==> config.mk <==
export PLATFORM = sky130hd
export DESIGN_NAME = pix_burst_wr
export DESIGN_NICKNAME = d
export VERILOG_FILES = /design/src/rtl/pix_burst_wr.sv
export SDC_FILE = /design/constraint.sdc
export NUM_CORES = 1
export LEC_CHECK = 0
export ABC_AREA = 1
export BUFFER_PORTS_ARGS = -buffer_cell sky130_fd_sc_hd__buf_2
export CORE_ASPECT_RATIO = 0.75
export CORE_MARGIN = 2
export CORE_UTILIZATION = 44
export DETAILED_ROUTE_END_ITERATION = 12
export SLEW_MARGIN = 10
export SYNTH_ARGS = -nofsm -noshare
export SYNTH_HDL_FRONTEND = slang
export SYNTH_SLANG_ARGS = --single-unit
==> constraint.sdc <==
create_clock -name sys_clk -period 3.11 [get_ports sys_clk]
set_input_delay 0.311 -clock sys_clk [delete_from_list [all_inputs] [get_ports sys_clk]]
set_output_delay 0.311 -clock sys_clk [all_outputs]
set_load 0.02 [all_outputs]
==> src/rtl/pix_burst_wr.sv <==
// pix_burst_wr: buffers camera pixels in a small FIFO and hands them to an SDRAM
// controller as fixed-length write bursts, walking a linear frame buffer.
//
// Parameters:
//   BURST_LEN  - pixels per write burst (power of two, 2..64)
//   FIFO_DEPTH - pixel FIFO entries (power of two, >= 2*BURST_LEN)
//   FRAME_PIX  - pixels per frame (multiple of BURST_LEN)
//   BASE_ADDR  - first SDRAM word address of the frame buffer
//
// Ports:
//   sys_clk, sys_rst_n      - clock, synchronous active-low reset
//   sys_init_done           - system ready; gates pushes and FSM progress
//   frame_start             - frame start pulse (deferred to IDLE)
//   pix_wr_en, pix_data     - incoming pixel strobe and RGB565 data
//   wr_req, wr_ack, wr_addr - burst request handshake and start address
//   wr_data_vld, wr_data    - burst word stream
//   overflow                - sticky pixel-drop flag (cleared by frame start)
//   frame_done              - pulse after the last burst word of a frame
//   frame_cnt               - completed frame count (only with FRAME_CNT_EN)
//
// Build option: define FRAME_CNT_EN to add the 8-bit frame_cnt output.
module pix_burst_wr #(
  parameter int unsigned BURST_LEN  = 8,
  parameter int unsigned FIFO_DEPTH = 32,
  parameter int unsigned FRAME_PIX  = 307200,
  parameter logic [23:0] BASE_ADDR  = 24'd0
) (
  input  logic        sys_clk,
  input  logic        sys_rst_n,
  input  logic        sys_init_done,
  input  logic        frame_start,
  input  logic        pix_wr_en,
  input  logic [15:0] pix_data,
  output logic        wr_req,
  input  logic        wr_ack,
  output logic [23:0] wr_addr,
  output logic        wr_data_vld,
  output logic [15:0] wr_data,
  output logic        overflow,
`ifdef FRAME_CNT_EN
  output logic [7:0]  frame_cnt,
`endif
  output logic        frame_done
);

  localparam int unsigned AW = $clog2(FIFO_DEPTH);
  localparam int unsigned BW = $clog2(BURST_LEN);
  localparam logic [23:0] BURST_INC = 24'(BURST_LEN);
  localparam logic [23:0] END_ADDR  = 24'(BASE_ADDR + FRAME_PIX);
  localparam logic [AW:0] FILL_FULL = (AW + 1)'(FIFO_DEPTH);
  localparam logic [AW:0] FILL_BURST = (AW + 1)'(BURST_LEN);
  localparam logic [BW-1:0] LAST_BEAT = BW'(BURST_LEN - 1);

  typedef enum logic [1:0] {StIdle, StReq, StBurst} state_e;

  state_e          state_q, state_d;
  logic [15:0]     mem_q [FIFO_DEPTH];
  logic [AW-1:0]   wptr_q, rptr_q;
  logic [AW:0]     fill_q;
  logic [BW-1:0]   beat_q;
  logic [23:0]     addr_q;
  logic            ovf_q, done_q, pend_q;

  logic            full, push, drop, pop, last_beat, apply_start, wrap;
  logic [23:0]     next_addr;

  always_comb begin
    full        = (fill_q == FILL_FULL);
    apply_start = (state_q == StIdle) && pend_q;
    // Fullness is the registered count, so a same-cycle pop never frees a slot.
    push        = pix_wr_en && sys_init_done && !full && !apply_start;
    drop        = pix_wr_en && sys_init_done && full;
    pop         = (state_q == StBurst);
    last_beat   = pop && (beat_q == LAST_BEAT);
    next_addr   = addr_q + BURST_INC;
    wrap        = (next_addr == END_ADDR);
  end

  // Next-state: a pending frame start holds IDLE so the flush happens first.
  // A burst already running finishes even if sys_init_done drops.
  always_comb begin
    state_d = state_q;
    unique case (state_q)
      StIdle:  if (sys_init_done && !pend_q && (fill_q >= FILL_BURST)) state_d = StReq;
      StReq:   if (sys_init_done && wr_ack) state_d = StBurst;
      StBurst: if (last_beat) state_d = StIdle;
      default: state_d = StIdle;
    endcase
  end

  always_comb begin
    wr_req      = (state_q == StReq);
    wr_data_vld = pop;
    wr_data     = pop ? mem_q[rptr_q] : 16'h0000;
    wr_addr     = addr_q;
    overflow    = ovf_q;
    frame_done  = done_q;
  end

  always_ff @(posedge sys_clk) begin
    if (!sys_rst_n) begin
      state_q <= StIdle;
      wptr_q  <= '0;
      rptr_q  <= '0;
      fill_q  <= '0;
      beat_q  <= '0;
      addr_q  <= BASE_ADDR;
      ovf_q   <= 1'b0;
      done_q  <= 1'b0;
      pend_q  <= 1'b0;
    end else begin
      state_q <= state_d;
      done_q  <= last_beat && wrap;
      pend_q  <= frame_start || (pend_q && !apply_start);
      // Beat counter wraps to zero on the last beat since BURST_LEN is 2^BW.
      beat_q  <= pop ? beat_q + 1'b1 : '0;
      if (apply_start) begin
        wptr_q <= '0;
        rptr_q <= '0;
        fill_q <= '0;
        addr_q <= BASE_ADDR;
        ovf_q  <= 1'b0;
      end else begin
        if (push) wptr_q <= wptr_q + 1'b1;
        if (pop)  rptr_q <= rptr_q + 1'b1;
        if (push && !pop)      fill_q <= fill_q + 1'b1;
        else if (pop && !push) fill_q <= fill_q - 1'b1;
        if (drop) ovf_q <= 1'b1;
        if (last_beat) addr_q <= wrap ? BASE_ADDR : next_addr;
      end
    end
  end

  // Storage needs no reset: reads are only exposed while bursting valid words.
  always_ff @(posedge sys_clk) begin
    if (push) mem_q[wptr_q] <= pix_data;
  end

`ifdef FRAME_CNT_EN
  logic [7:0] fcnt_q;

  always_ff @(posedge sys_clk) begin
    if (!sys_rst_n) begin
      fcnt_q <= 8'd0;
    end else if (done_q) begin
      fcnt_q <= fcnt_q + 8'd1;
    end
  end

  assign frame_cnt = fcnt_q;
`endif

endmodule
# --- Yosys cells after proc, flatten, opt, wreduce, memory -nomap -nowiden ---
# Memories as Yosys holds them, arrays and structs flattened. A register that Yosys moved wholly into a read port is not among the register bits.
# Cells that the tools add are included.
totals:
  in_bits: 22
  mem_bits_rw: 512
  n_memories: 1
  wordCells: 62
  reg_bits: 48
mem_list:
  columns: ["memory", "words", "width", "read_ports", "rd_clocked_by_memory_dff", "write_ports", "line", "source"]
  rows:
  - ["mem_q", 32, 16, 1, 1, 1, "57", "logic [15:0] mem_q [FIFO_DEPTH];"]
classes:
  n_addsub: 6
  eq_ne: 8
  n_lt_le_gt_ge: 1
  n_mux: 12
  n_reduce_logical: 24
  n_bitwise: 1
op_table:
  columns: ["operator", "count"]
  rows:
  - ["$add 24x4->24 const B", 1]
  - ["$eq 24x19->1 const B", 1]
  - ["$mux 24", 1]
  - ["$mux 16", 1]
  - ["$logic_and 1x1->1", 13]
  - ["$mux 6", 2]
  - ["$add 5x1->5 const B", 2]
  - ["$mux 5", 2]
  - ["$add 6x1->6 const B", 1]
  - ["$eq 6x6->1 const B", 1]
  - ["$ge 6x4->1 const B", 1]
  - ["$mux 2", 3]
  - ["$ne 2x1->1 const B", 3]
  - ["$pmux 2 s3", 1]
  - ["$sub 6x1->6 const B", 1]
  - ["$logic_not 1->1", 5]
  - ["$add 3x1->3 const B", 1]
  - ["$eq 3x3->1 const B", 1]
  - ["$reduce_and 3->1", 1]
  - ["$eq 2x1->1 const B", 1]
  - ["$eq 2x2->1 const B", 1]
  - ["$logic_not 2->1", 1]
  - ["$mux 1", 2]
  - ["$reduce_and 2->1", 1]
  - ["other kinds (4)", 4]

# --- Logic depth before layout (Yosys ltp) ---
# Gate-level depths: netlist of the first run.
depth:
  word_depth: 8
  mapped_depth: 18

# --- Least setup slack after synthesis of the first run ---
# OpenSTA, ideal clock, no wires.
synth_path:
  kind: "reg-to-reg"
  from: "register fill_q[1]"
  to: "register fill_q[5]"
  period_less_slack_ns: 2.451
  n_path_buf: 0
  arrival_time_ns: 2.338
  required_ns: 2.997
  slack_ns: 0.659
  stages_incl_launch_ff: 18
  cell_sequence: "dfxtp_1 nor3_1 nand3_1 nand4_1 inv_1 ha_1 inv_1 ha_1 a21oi_1 nand2_1 nand2_1 nand2_1 a21oi_1 nor2_1 nor2_1 nand2_1 nor2_1 nor2_1"
synth_via:
  elab_chain_cells: 7
synth_lines:
  columns: ["element", "line", "source"]
  rows:
  - ["from (decl)", "59", "logic [AW:0] fill_q;"]
  - ["from (signal assigned)", "126", "if (push && !pop) fill_q <= fill_q + 1'b1;"]
  - ["from (signal assigned)", "127", "else if (pop && !push) fill_q <= fill_q - 1'b1;"]
  - ["$eq 6x6->1 *", "68", "full = (fill_q == FILL_FULL);"]
  - ["$logic_not 1->1 *", "71", "push = pix_wr_en && sys_init_done && !full && !apply_start;"]
  - ["$logic_and 1x1->1 * (2 in a row)", "71", null]
  - ["net push", "64", "logic full, push, drop, pop, last_beat, apply_start, wrap;"]
  - ["$logic_not 1->1", "127", null]
  - ["$logic_and 1x1->1", "127", null]
  - ["$reduce_bool 2->1 (no source line)", null, null]
# The timed path passes the listed nets; every way through them passes the cells marked *. The select of a mux whose other input is x is not followed.
# A chain may end at the register's enable or synchronous reset.

==> metrics.txt, run 1 <==
dpl ws 523.2 ps; DR iter-0 viols between 1500 and 2000; Sink Count roughly 560; vias per cell approximately 5.7; CTS Buffer Depth 3; setup TNS 0 ps; startpoint types flop; vias between 15000 and 20000; Req. time, crit path about 2800 ps; top cells by count, synth 512 x edfxtp_1, 379 x nor2_1, 280 x o21ai_0; Fill cells about 4400; area grow syn2layout 14.67%; I/O Pins 66; status finished, final reports clean; switching power 3.138 mW; CTS buffer count 54; Worst setup EP type primary output; part of the power in registers 0.546; die width about 270 um; global-route wire length before repair 91160 um; Synth async-reset ratio 0; Final Max Tran Viols 0; main area contributors after synthesis edfxtp_1 67%, nor2_1 6.2%, o21ai_0 6.1%; setup violators final 0; vias in the first global route roughly 15000; max frequency around 0.33 GHz; H-tree depth 2; Yosys cell types 40; post-synthesis sequential area ratio 0.7160; Row Count 72; synth warn 0; Max Cap Viol 0; Pwr Total 15.16 mW; worst-path cell chain clkinv_4 -> buf_12 -> o21ai_0 -> o22ai_1 -> nor2_1 -> o21ai_0 -> nor2_1 -> nor2_1 -> buf_2; final net count around 2000; CTS Root Cell clkbuf_16; hold_ws 59.48 ps; area of the die approximately 54000 sq um; largest net degree at the start of global routing 66; crit path DAT 2730 ps; worst rel slew slack 0.4692; Crit-path slowest cell dfxtp_4; switching share of power 0.2070; pwr dens slightly below 600 nW/um^2; global route overflow 0; footprint of the multi-input gates approximately 5800 sq um; Final Hold Fails 0; Port Buffers 62; crit path kind reg -> out; drt first pass iters 5; post-synthesis register bit count 562; GRT Total Usage 0.2255; most used cell, CP nor2_1; Post-Syn Area per Cell ~12 sq um; post-layout util 0.5098; Crit Path Max Fanout 53; Worst Max-Slew Pin Slew between 700 and 800 ps; hpwl dp roughly 33000 um; Worst path max stage delay between 300 and 400 ps; Post-DRT Antenna Nets 0; GPL Wtd Cong between 0.8 and 0.9; LEAKAGE about 8.6 nW; Post-synth EDFFs 512; Initial Utilization 0.4446; CTS tree built; fin crit share 0.9788; dpl cell area 24270 sq um; Top FF cell, synth edfxtp_1; most common cell in the synthesized netlist edfxtp_1; Syn Inst Count ~1900; wire length per cell 22.42 um; Comb power frac 0.029; crit path time final 3044 ps; Int Power about 12 mW; Peak VDD IR around 0.00038 V; share of the synthesized area in the top cell type 0.6722; skew final around 16 ps; PnR worst setup slack between 60 and 70 ps; final wirelength roughly 61000 um; clk slew on worst S/H paths 60 ps; DRC Markers 0; Finished Layout Cells approximately 2700; Clock Latency Late Sink a little over 600 ps; Clk pwr share 0.425; layout cell share with drive strength beyond 1 0.1351; die height approximately 200 um; register area 16380 sq um; post-route cell area roughly 26000 sq um; hold crit path type in -> reg; synthesized area roughly 23000 sq um; leading area contributor after synthesis edfxtp_1; core area around 51000 sq um; antenna violations before repair 1; Placed Instances approximately 2600
## critical path, delay by kind of cell, from the launching register on
kind,cells,cell delay [ps]
AO/OA/AOI/OAI,3,720
flip-flops,1,390
AND/OR/NAND/NOR,3,320
buffers and inverters,3,620
## path summary, 6_finish.rpt
kind                                    to  cells after the start  slack [ps]       from
worst max-delay path            wr_data[5]                      9          70       flop
worst min-delay path            state_q[1]                      3          60     wr_ack
worst max register to register   fill_q[5]                     18         500  fill_q[1]
worst min register to register   beat_q[0]                      1         430  beat_q[0]
## sequential cells by signal (all words and copies together), names as in the netlist, 2 cells and up, named ones only
signal and flops:
state_q 2, fill_q 6, wr_addr 21, rptr_q 5, mem_q 512, beat_q 3
wptr_q 5
## layout by cell type (no fill, tap or decap), types with 48 or more instances in the layout
cell,n
edfxtp_1,512
inv_1,51
o21ai_0,278
clkbuf_16,55
nand3_1,82
buf_2,62
nand2_1,142
buf_4,48
nor2_1,356
o221ai_1,97
## logic make-up after synthesis
family	count (synthesis)	synth area share
and+or+nand+nor	649	0.1174
DFF	562	0.7160
AOI/OAI and AO/OA	474	0.1231
buffers and inverters	172	0.03261
adders and majority gates	14	0.007988
xor gates and xnor gates	7	0.002681
other	1	0.0001640
## layer usage
layer	vias up	GRT usage	part of all wire
met1	7738	0.3444	0.46
met3	84	0.03427	0.072
met2	546	0.3332	0.44
li1	7068	-	-
met4	0	0.06641	0.022
met5	-	0	0
## power groups by stage
| stage | clock network, mW | registers [mW] | logic [mW] |
|---|---|---|---|
| 2_1_floorplan | 0 | 8.44 | 0.220 |
| 3_3_place_gp | 0 | 8.44 | 0.413 |
| 3_5_place_dp | 0 | 8.44 | 0.424 |
| 4_1_cts | 6.56 | 8.28 | 0.432 |
| 5_1_grt | 6.86 | 8.27 | 0.486 |
| 6_report | 6.45 | 8.28 | 0.435 |
## layout make-up
| class | count | share of cell area |
|---|---|---|
| sequential | 562 | 0.6248 |
| timing repair buffer | 135 | 0.04432 |
| tap | 703 | 0.03354 |
| clock inverter | 37 | 0.01202 |
| inverter | 55 | 0.009065 |
| clock buffer | 63 | 0.05363 |
| antenna | 1 | 0.00009542 |
| multi-input combinational | 1147 | 0.2226 |
## timing repair
action                                 4_1_cts  5_1_grt
endpoints found under the hold margin        2        0
hold buffers                                 3        0
setup endpoints to repair                    6       14
pin swaps                                    0        0
buffers inserted                             0        1
resized for setup                            6       12
cloned                                       3        0
(Power assumes the default switching activity.)
==> run 2, diff against run 1 <==
Settings changed: CORE_UTILIZATION 44 to 45, HOLD_SLACK_MARGIN from default to 0.1.
==> run 2 against run 1 <==
Wire length is 1.4% higher. First-iteration DRC count is 2.8% lower. Core utilization is 1.2 points higher. Power is 0.63% higher. Critical path type unchanged.
==> metrics.txt, run 2 (synthesis results as in run 1) <==
r2r startpoint fill_q[1]; Clock Latency Late Sink 620 ps (about the same); vias in the first global route 14770 (+0.62%); Worst R2R Path Depth 18 (unchanged); global route overflow 0 (unchanged); reg-to-reg endpoint fill_q[5]; Req. time, crit path 2800 ps (about the same); min-delay src pix_data[4]; vias per cell 5.838 (+2.2%); Worst Max-Slew Pin Slew 866.5 ps (+74.70 ps); DRC Markers 0 (unchanged); Sink Count 562 (unchanged); Crit Path Max Fanout 48 (-9.4%); Initial Utilization 0.4557 (+0.01105); drt first pass iters 6 (+1); GRT Total Usage 0.2312 (+0.005743); Port Buffers 62 (unchanged); Worst path max stage delay 460 ps (+70 ps); hold_ws 190.7 ps (+131.2 ps); startpoint types flop; RSZ-0062 raised after global routing true; max FFs per register 512 (unchanged); CTS tree built; Comb power frac 0.028 (about the same); dpl ws 546.3 ps (+23.09 ps); DR iter-0 viols 1606 (-2.8%); R2R setup slack 530 ps (+30 ps); status finished, final reports clean; Biggest register mem_q; CTS Buffer Depth 3 (unchanged); GPL Wtd Cong 0.8396 (-0.74%); Final Max Tran Viols 0 (unchanged); CP top delay family buffers and inverters; Bufs and invs on worst path 3 (unchanged); switching power 3.177 mW (+1.2%); Pwr Total 15.26 mW (+0.63%); dpl cell area 24250 sq um (about the same); Row Count 71 (-1.4%); post-layout util 0.5222 (+0.01237); die width 264.3 um (-1.1%); vias 15630 (+1.2%); hpwl dp 35000 um (+5.6%); commonest cells after routing, fill and taps aside 512 x edfxtp_1, 352 x nor2_1, 278 x o21ai_0, 142 x nand2_1, 97 x o221ai_1; Clk pwr share 0.429 (+0.004); skew final 12.94 ps (-2.679 ps); core area 50190 sq um (-2.4%); global-route wire length before repair 91450 um (+0.31%); LEAKAGE 8.702 nW (+0.62%); Min-Delay Endpoint mem_q[1][4]; Worst setup EP type primary output; area grow syn2layout 14.60% (about the same); largest net degree at the start of global routing 97 (+47%); setup violators final 0 (unchanged); crit path time final 2978 ps (-66.35 ps); layout cell share with drive strength beyond 1 0.1426 (+0.007577); CTS buffer count 55 (+1.9%); part of the power in registers 0.543 (-0.003); antenna violations before repair 1 (unchanged); wire length per cell 22.95 um (+2.4%); worst rel slew slack 0.4209 (-0.04833); most used cell, CP nor2_1; Peak VDD IR 0.0004106 V (+7.7%); Final Hold Fails 0 (unchanged); hold depth 1 (-2); crit path kind reg -> out; commonest non-fill, non-tap cell in the layout edfxtp_1; clk slew on worst S/H paths 60 ps (about the same); final wirelength 61450 um (+1.4%); Post-DRT Antenna Nets 0 (unchanged); crit path DAT 2670 ps (-60 ps); Crit-path slowest cell dfxtp_4; CTS Root Cell clkbuf_16; max frequency 0.3358 GHz (+2.2%); pwr dens 582.0 nW/um^2 (+0.68%); final net count 2011 (+1.0%); PnR worst setup slack 132.2 ps (+66.35 ps); I/O Pins 66 (unchanged); die height 199.2 um (-1.1%); H-tree depth 2 (unchanged); post-route cell area 26210 sq um (about the same); fin crit share 0.9575 (-0.02133); Int Power 12.08 mW (+0.47%); switching share of power 0.2083 (+0.001242); worst-path cell chain buf_4 -> buf_16 -> o21ai_0 -> o22ai_1 -> nor2_1 -> o21ai_1 -> nor2_1 -> nor2_1 -> buf_2; hold crit path type in -> reg; area of the die 52660 sq um (-2.2%); Max Cap Viol 0 (unchanged)
run 2: cell count changes in the layout (fill, tap and decap cells not counted), moves of 2 or more:
cell and change:
buf_4 +24, buf_12 -10, dlygate4sd3_1 +5, nor2_1 -4, nor2_2 +4, bufbuf_16 -3
clkbuf_16 +3, clkinv_2 +3, clkinvlp_4 -3, clkbuf_8 +2
run 2: power by group through the flow:
stage / Combinational (mW) / Clock, mW / Sequential [mW]
CTS: 0.420 / 6.65 / 8.28
finish: 0.428 / 6.55 / 8.28
floorplan: 0.220 / 0 / 8.44
detailed placement: 0.412 / 0 / 8.44
global route: 0.478 / 6.97 / 8.28
global placement: 0.405 / 0 / 8.44
run 2: worst max path at each step:
stage	startpoint	end	slack (ps)	depth (start not counted)
CTS	flop	wr_data[12]	20	10
global route	flop	wr_data[9]	-30	10
detailed placement	fill_q[1]	fill_q[5]	550	18
finish	flop	wr_data[5]	130	9
floorplan	fill_q[1]	fill_q[5]	660	17
global placement	fill_q[1]	fill_q[5]	540	18
run 2: worst reg2reg max path, cell delays in order, from the launching register on:
cell	delay, ps
dfxtp_1	350
nor3_1	210
nand3_1	120
nand4_1	120
inv_1	110
ha_1	230
inv_1	170
ha_1	310
a21oi_1	140
nand2_1	90
nand2_1	60
nand2_1	40
a21oi_1	160
nor2_1	60
nor2_1	80
nand2_1	60
nand2_1	60
nand2_1	40
nor2_1	80
run 2: cell type report:
| type | count | area [sq um] |
|---|---|---|
| Inverter | 55 | 234.0 |
| Timing Repair Buffer | 154 | 1174 |
| Clock buffer | 64 | 1431 |
| Clock inverter | 37 | 319.1 |
| Sequential cell | 562 | 16380 |
| Fill cell | 4263 | 23980 |
| Antenna cell | 1 | 2.502 |
| Tap cell | 657 | 822.0 |
| Multi-Input combinational cell | 1147 | 5843 |
run 2: what timing repair did:
action / CTS / global route
hold buffers: 8 / 0
endpoints found under the hold margin: 8 / 0
cloned: 0 / 2
setup buffers: 0 / 1
resized for setup: 1 / 14
endpoints found under the setup margin: 1 / 16
pin swaps: 0 / 0
run 2: per-stage QoR:
step / cells / setup TNS (ps)
final: 2677 / 0
after global routing: 2676 / -106.6
after CTS: 2673 / 0
after detailed placement: 2564 / 0
after global placement: 2564 / 0
after floorplan: 1881 / 0
run 2: per-layer routing:
metal  vias to the layer above  global-route usage  routed length [um]
met5                         -                   0                   0
met4                         0             0.06566                1313
met3                        84             0.04140                5311
met2                       691              0.3491               27130
met1                      7744              0.3442               27700
li1                       7108                   -                   -
==> run 3, diff against run 2 <==
Settings changed: CELL_PAD_IN_SITES_DETAIL_PLACEMENT from default to 1, CELL_PAD_IN_SITES_GLOBAL_PLACEMENT from default to 1, PLACE_DENSITY_LB_ADDON from default to 0.1, SKIP_CTS_REPAIR_TIMING from default to 1.
Clock period 3.11 ns to 3.2 ns, I/O delays scaled along.
==> run 3 against run 2 <==
Power shrank 2.5%. Cell area grew 0.97%. Sequential share of layout area decreased by 0.60 points. Register-to-register slack lost 100 ps. Global-route usage increased by 3.5 points.
==> metrics.txt, run 3 (synthesis results as in run 1) <==
status finished, final reports clean; DR iter-0 viols 1478 (-8.0%); Post-DRT Antenna Nets 0 (unchanged); setup violators final 0 (unchanged); pwr dens 561.8 nW/um^2 (-3.5%); Sink Count 562 (unchanged); LEAKAGE 8.821 nW (+1.4%); r2r startpoint fill_q[1]; GR Util met3 0.04079 (-0.0006161); largest net degree at the start of global routing 88 (-9.3%); vias in the first global route 16060 (+8.8%); DRC Markers 0 (unchanged); reg-to-reg endpoint fill_q[5]; Initial Utilization 0.4557 (unchanged); Final Hold Fails 0 (unchanged); dpl ws 341.5 ps (-204.8 ps); global-route track usage on met1 0.3885 (+0.04431); max frequency around 0.32 GHz; die width 264.3 um (unchanged); commonest cells after routing, fill and taps aside 512 x edfxtp_1, 349 x nor2_1, 279 x o21ai_0, 142 x nand2_1, 97 x o221ai_1; antenna violations before repair 0 (-1); hold_ws 42.18 ps (-148.5 ps); layout cell share with drive strength beyond 1 0.1463 (+0.003661); die height 199.2 um (unchanged); Clock Latency Late Sink 620 ps (about the same); startpoint types flop; Port Buffers 62 (unchanged); CTS buffer count 57 (+3.6%); commonest non-fill, non-tap cell in the layout edfxtp_1; global-route wire length before repair 103600 um (+13%); CTS Root Cell clkbuf_16; Worst path max stage delay 380 ps (-80 ps); final net count 2017 (+0.30%); global route overflow 0 (unchanged); worst-path cell chain buf_12 -> clkinv_16 -> buf_12 -> o21ai_0 -> o22ai_1 -> o21ai_0 -> nand3_1 -> nand2_1 -> a21oi_1 -> buf_2; fin crit share 0.9617; GRT Total Usage 0.2660 (+0.03482); crit path DAT 2760 ps (+90 ps); min-delay src sys_init_done; PnR worst setup slack 122.5 ps (-9.719 ps); Row Count 71 (unchanged); max FFs per register 512 (unchanged); hpwl dp 40970 um (+17%); skew final 15.43 ps (+2.495 ps); H-tree depth 2 (unchanged); hold crit path type in -> reg; R2R setup slack 430 ps (-100 ps); vias per cell 5.948 (+1.9%); setup TNS 0 ps (unchanged); crit path kind reg -> out; clk slew on worst S/H paths 60 ps (about the same); CTS Buffer Depth 3 (unchanged); Crit Path Max Fanout 44 (-8.3%); Worst setup EP type primary output; drt first pass iters 5 (-1); RSZ-0062 raised after global routing false; Crit-path slowest cell dfxtp_4; hold depth 3 (+2); area of the die 52660 sq um (unchanged); GR Util met2 0.4144 (+0.06530); Max Cap Viol 0 (unchanged); final wirelength 71410 um (+16%); Biggest register mem_q; GPL Wtd Cong 0.7910 (-5.8%); Peak VDD IR 0.0004590 V (+12%); post-layout util 0.5273 (+0.005085); area grow syn2layout 15.72%; core area 50190 sq um (unchanged); wire length per cell 26.58 um (+16%); grt peak-use layer met2; worst rel slew slack 0.3192 (-0.1017); Min-Delay Endpoint state_q[0]; CTS tree built; Pwr Total 14.87 mW (-2.5%); Req. time, crit path 2880 ps (+80 ps); crit path time final between 3000 and 4000 ps; Worst R2R Path Depth 18 (unchanged); Final Max Tran Viols 0 (unchanged); vias 15980 (+2.3%); Worst Max-Slew Pin Slew 1021 ps (+154.7 ps); ant diodes 0 (-1); I/O Pins 66 (unchanged)
-- run 3: cell type report --
cell class / instances / area (sq um)
inverters: 55 / 245.2
well taps: 657 / 822.0
clock buffers: 72 / 1524
multi-input cells: 1147 / 5854
fillers: 5135 / 23730
flip-flops and latches: 562 / 16390
clock inverters: 36 / 230.2
repair buffers: 158 / 1404
-- run 3: metrics by stage --
step,instances,area (sq um)
floorplan,1881,22880
global placement,2558,24340
detailed placement,2558,24340
CTS,2666,26100
global route,2687,26470
finish,2687,26470
-- run 3: worst max-delay path by stage --
| stage | endpoint | slack, ps |
|---|---|---|
| 2_1_floorplan | fill_q[5] | 750 |
| 3_3_place_gp | wr_data[2] | 430 |
| 3_5_place_dp | wr_data[2] | 340 |
| 4_1_cts | wr_data[2] | -340 |
| 5_1_grt | wr_data[4] | 20 |
| 6_report | wr_data[4] | 120 |
-- run 3: per-layer routing --
| metal | routed length [um] | vias up | share of wire |
|---|---|---|---|
| met3 | 4499 | 108 | 0.063 |
| met4 | 1720 | 0 | 0.024 |
| met1 | 33160 | 8212 | 0.46 |
| met5 | 0 | - | 0 |
| met2 | 32030 | 534 | 0.45 |
| li1 | - | 7128 | - |
-- run 3: worst max-delay path, delay by kind of cell (launching register included) --
kind / cells / cell delay, ps
flops: 1 / 380
buf+inv: 4 / 730
compound gates: 4 / 790
simple gates: 2 / 230
-- run 3: power breakdown --
| group | switching (mW) | internal [mW] |
|---|---|---|
| logic | 0.334 | 0.123 |
| clock network | 2.84 | 3.53 |
| registers | 0.0168 | 8.03 |
| total | 3.19 | 11.7 |
